File: config.mk
export PLATFORM = sky130hd
export DESIGN_NAME = elevator_call_latch
export DESIGN_NICKNAME = d
export VERILOG_FILES = /design/src/rtl/elevator_call_latch.sv
export SDC_FILE = /design/constraint.sdc
export NUM_CORES = 1
export LEC_CHECK = 0
export CORE_UTILIZATION = 50
export DETAILED_ROUTE_END_ITERATION = 10
export GPL_TIMING_DRIVEN = 0
export PLACE_DENSITY = 0.7
export SLEW_MARGIN = 30
export SYNTH_ARGS = -nofsm -noshare
export SYNTH_HDL_FRONTEND = slang
export SYNTH_SLANG_ARGS = --single-unit
File: constraint.sdc
create_clock -name clk -period 3.9 [get_ports clk]
set_input_delay 0.78 -clock clk [delete_from_list [all_inputs] [get_ports clk]]
set_output_delay 0.78 -clock clk [all_outputs]
set_load 0.01 [all_outputs]
File: src/rtl/elevator_call_latch.sv
// elevator_call_latch
// Request front end for the elevator controller: synchronises and debounces
// the raw floor and door buttons, latches floor calls until the car serves
// them, and picks the next floor to visit in SCAN (sweep) order.
module elevator_call_latch #(
  parameter int DB_CYCLES = 4
) (
  input  logic       clk,
  input  logic       rst,
  input  logic [7:0] btn,
  input  logic       btn_open,
  input  logic       btn_close,
  input  logic [2:0] cur_floor,
  input  logic       at_floor,
  input  logic       door_open,
  output logic [7:0] req,
  output logic       req_open,
  output logic       req_close,
  output logic [2:0] target,
  output logic       target_valid,
  output logic [3:0] pending_cnt
);

  localparam logic [3:0] DB_LAST = 4'(DB_CYCLES - 1);

  // bits 7:0 floors, bit 8 door-open, bit 9 door-close
  logic [9:0] raw;
  logic [9:0] sync1;
  logic [9:0] sync2;
  logic [9:0] db;
  logic [3:0] db_cnt [10];
  logic [7:0] db_prev;

  logic [7:0] served;
  logic [7:0] press_rise;
  logic [7:0] req_next;
  logic [3:0] cnt_next;

  logic       sweep_up;
  logic       up_found;
  logic [2:0] up_floor;
  logic       dn_found;
  logic [2:0] dn_floor;

  assign raw = {btn_close, btn_open, btn};

  // two-flop synchroniser for every raw button
  always_ff @(posedge clk or negedge rst) begin
    if (!rst) begin
      sync1 <= '0;
      sync2 <= '0;
    end else begin
      sync1 <= raw;
      sync2 <= sync1;
    end
  end

  // debounce: flip the level after DB_CYCLES consecutive disagreeing cycles
  always_ff @(posedge clk or negedge rst) begin
    if (!rst) begin
      db <= '0;
      for (int i = 0; i < 10; i++) db_cnt[i] <= '0;
    end else begin
      for (int i = 0; i < 10; i++) begin
        if (sync2[i] == db[i]) begin
          db_cnt[i] <= '0;
        end else if (db_cnt[i] == DB_LAST) begin
          db[i]     <= ~db[i];
          db_cnt[i] <= '0;
        end else begin
          db_cnt[i] <= db_cnt[i] + 4'd1;
        end
      end
    end
  end

  // serve detection, press edges and next pending set with clear winning
  always_comb begin
    served = '0;
    for (int i = 0; i < 8; i++)
      served[i] = at_floor & door_open & (cur_floor == 3'(i));
    press_rise = db[7:0] & ~db_prev;
    req_next   = (req | press_rise) & ~served;
  end

  // population count of the next pending set
  always_comb begin
    cnt_next = '0;
    for (int i = 0; i < 8; i++)
      cnt_next = cnt_next + 4'(req_next[i]);
  end

  // pending calls, count, door requests and edge-detect history
  always_ff @(posedge clk or negedge rst) begin
    if (!rst) begin
      req         <= '0;
      pending_cnt <= '0;
      db_prev     <= '0;
      req_open    <= 1'b0;
      req_close   <= 1'b0;
    end else begin
      req         <= req_next;
      pending_cnt <= cnt_next;
      db_prev     <= db[7:0];
      req_open    <= db[8];
      req_close   <= db[9] & ~db[8];
    end
  end

  // nearest pending floor above and below the car
  always_comb begin
    up_found = 1'b0;
    up_floor = '0;
    dn_found = 1'b0;
    dn_floor = '0;
    for (int i = 7; i >= 0; i--) begin
      if (req[i] && (3'(i) > cur_floor)) begin
        up_found = 1'b1;
        up_floor = 3'(i);
      end
    end
    for (int i = 0; i < 8; i++) begin
      if (req[i] && (3'(i) < cur_floor)) begin
        dn_found = 1'b1;
        dn_floor = 3'(i);
      end
    end
  end

  // SCAN target: current floor, then sweep direction, then reverse sweep
  always_ff @(posedge clk or negedge rst) begin
    if (!rst) begin
      target       <= '0;
      target_valid <= 1'b0;
      sweep_up     <= 1'b1;
    end else begin
      target_valid <= |req;
      if (req[cur_floor]) begin
        target <= cur_floor;
      end else if (sweep_up && up_found) begin
        target <= up_floor;
      end else if (!sweep_up && dn_found) begin
        target <= dn_floor;
      end else if (sweep_up && dn_found) begin
        target   <= dn_floor;
        sweep_up <= 1'b0;
      end else if (!sweep_up && up_found) begin
        target   <= up_floor;
        sweep_up <= 1'b1;
      end
    end
  end

endmodule

==> impl_metrics.ini <==
[logic_synthesis]
avgSynthCellArea_um2 = 11.8
synth_area_leaders = dfrtp_1 (56%), ha_1 (3.8%), nor2b_1 (3.3%), mux2_2 (2.9%), xnor2_1 (2.2%)
synth_fp_nets = 399
yosysTopAreaCellShare = 0.557
synth_area_leader_cell = dfrtp_1
synth_cells = 365
synth_seq_area_share = 0.564
async_flop_share = 1.00
synth-edff-count = 0
synth-seq-cells = 97
yosys_warnings = 0
synth_ff_type = dfrtp_1
netlist_area_mm2 = 0.00431
synth.distinct_cells = 57

[timing]
grt_setup_unrepaired = no
holdWs_ns = 0.355
slew_viol_final = 0
fin_skew_ns = 0.0114
fin_crit_ns = 3.71
tns_ns = 0
fmax_mhz = 270
tightestPinTransition_ns = 0.485
finalCritPeriodShare = 0.950
hold_viol_final = 0
maxSlewHeadroom = 0.676
finalSetupViolations = 0

[worst_hold_path]
whs_path_depth = 0
min_to = sync2[4]$_DFF_PN0_
hp-start = sync1[4]$_DFF_PN0_
hp-class = register to register

[place]
portBuffers = 33
place_inst = 504
gp_congestion = 0.844
hpwlAfterDp_um = 5140

[run_status]
status = finished clean

[power_and_ir_drop]
ir_worst_vdd_v = 0.000271
swShare = 0.329
seq_power_share = 0.466
p_clk_frac = 0.201
combPwrFrac = 0.333
p_switching_w = 0.00102
powerDensity_mw_per_mm2 = 613
leakage_nw = 2.21
intPower_w = 0.00208

[die]
dieHeight_um = 94.8
fp.dieArea_mm2 = 0.00899
pin_count = 35
core_region_area_mm2 = 0.00826
initial_utilization = 0.522
die_w_um = 94.8
rows = 33

[clocking]
cts_max_level = 3
root_buffer = clkbuf_8
cts_hold_buf = 0
cts_buffers = 9
clk_path_buf_depth = 2
clock-sinks = 97
path_clk_slew_ns = 0.08
tritoncts = done
clk_latency_ns = 0.35

[global_route]
overflow = 0
grt_max_degree = 52
grt_pass1_vias = 2740
gr-usage-all-layers = 0.185
antenna_found_initial = 0
grt_pass1_wl_um = 12800

[routing]
drc_errors = 0
wl_per_cell_um = 14.1
drt_pass1_iterations = 4
ant_nets = 0
via_count = 2806
via_per_inst = 5.35
routed_wl_um = 7370
first_iter_violations = 124

[layout]
area_growth_pct = 17.6
multi_input_area_mm2 = 0.00175
diodes = 0
drive_above_1_share = 0.136
fillCellCount = 687
fin_nets = 448
ff_latch_area_mm2 = 0.00243
fin_cells = 524

[run]
maxCapViolCount = 0

[worst_setup_path]
reg2reg_slack_ns = 0.71
crit_type = input pin to register
cp_max_fo = 10
rr_worst_depth = 11
end_kind = register
cp_data_required_time_ns = 4.14
reg2reg_from = db[1]$_DFFE_PN0P_
critPathLaunchType = input pin
rr_endpoint = pending_cnt[2]$_DFF_PN0_
crit_arrival_ns = 3.94
logic make-up after synthesis:
kind of cell / Yosys count / share of synthesized area
AO/OA/AOI/OAI: 60 / 0.0958
buffers and inverters: 29 / 0.0380
adder cells (fa/ha/maj): 17 / 0.0563
AND/OR/NAND/NOR: 126 / 0.166
flip-flops: 97 / 0.564
XOR/XNOR: 21 / 0.0427
multiplexers: 15 / 0.0380
metal layers:
layer	vias up	share of wire	global-route usage
met5	-	0	0
met4	0	0.0075	0.0568
met3	6	0.039	0.0419
met2	55	0.49	0.299
met1	1382	0.47	0.249
li1	1363	-	-
repair_timing:
action,CTS,global route
endpoints found under the setup margin,2,2
cloned,0,1
pin swaps,0,2
setup buffers,0,3
resized for setup,5,9
cells in the final DEF, fill, tap and decap left out, types with 13 or more instances in the layout:
cell             instances
a21oi_1                 16
clkdlybuf4s50_1         28
dfrtp_1                 96
ha_1                    13
inv_1                   17
nand2_1                 13
nand3_1                 14
nor2_1                  19
nor2b_1                 23
how the worst max path moves through the flow:
stage / from / endpoint
after floorplan: cur_floor[0] / pending_cnt[2]$_DFF_PN0_
after global placement: rst / db_cnt[33]$_DFF_PN0_
after detailed placement: cur_floor[2] / pending_cnt[2]$_DFF_PN0_
after CTS: cur_floor[2] / pending_cnt[2]$_DFF_PN0_
after global routing: cur_floor[0] / pending_cnt[2]$_DFF_PN0_
final: cur_floor[0] / pending_cnt[2]$_DFF_PN0_
synthesized netlist by cell type (2+ instances only):
| cell | instances |
|---|---|
| dfrtp_1 | 96 |
| nor2b_1 | 23 |
| nor2_1 | 21 |
| inv_1 | 18 |
| a21oi_1 | 16 |
| nand3_1 | 14 |
| ha_1 | 13 |
| nand2_1 | 13 |
| nand2b_1 | 12 |
| nor3_1 | 12 |
| mux2_2 | 11 |
| xnor2_1 | 11 |
| nor3b_1 | 10 |
| xor2_1 | 10 |
| nand3b_1 | 9 |
| o21ai_0 | 7 |
| o22ai_1 | 7 |
| fa_1 | 4 |
| mux2i_1 | 4 |
| a22oi_1 | 3 |
| a31oi_1 | 3 |
| buf_2 | 3 |
| buf_6 | 3 |
| a211o_1 | 2 |
| a211oi_1 | 2 |
| and3_1 | 2 |
| buf_4 | 2 |
| o211ai_1 | 2 |
| o21a_1 | 2 |
| o21ai_1 | 2 |
| o21bai_1 | 2 |
metrics by stage:
stage / area, µm² / setup slack, ns / util / total power [W]
2_1_floorplan: 4320 / 0.0153 / - / 0.00213
3_3_place_gp: 4780 / -1.51 / 0.578 / 0.00246
3_5_place_dp: 4810 / -0.587 / 0.582 / 0.00250
4_1_cts: 5010 / 0.00593 / 0.606 / 0.00315
5_1_grt: 5070 / 0.0633 / 0.614 / 0.00336
6_report: 5070 / 0.193 / 0.614 / 0.00311
state kept, by name, summed over array words and instances (netlist names):
register / cells
sync2: 10
db_prev: 8
target_valid: 1
req_close: 1
target: 3
db_cnt: 40
db: 10
sweep_up: 1
pending_cnt: 4
sync1: 10
req: 8
req_open: 1
area by class of cell:
type | instances | share of cell area
Multi-Input combinational cell | 239 | 0.344
Sequential cell | 97 | 0.479
Buffer | 11 | 0.0210
Clock buffer | 12 | 0.0306
Timing Repair Buffer | 38 | 0.0783
Tap cell | 105 | 0.0259
Clock inverter | 4 | 0.00667
Inverter | 18 | 0.0141
worst max-delay path, cell delays in order:
cell and delay [ns]:
buf_6 0.11, buf_6 0.14, buf_2 0.18, or2_2 0.36
o22ai_4 0.20, fa_1 0.43, fa_1 0.52, fa_1 0.41
inv_1 0.06, ha_1 0.16, inv_1 0.06, fa_1 0.38
xnor2_1 0.14
power groups by stage:
stage          logic, W  clock network, W  registers, W
4_1_cts         0.00104          0.000652       0.00145
3_5_place_dp    0.00103                 0       0.00147
5_1_grt         0.00118          0.000695       0.00148
2_1_floorplan  0.000675                 0       0.00146
6_report        0.00103          0.000624       0.00145
3_3_place_gp   0.000994                 0       0.00146
No activity file was read; power rests on OpenSTA's default activity.
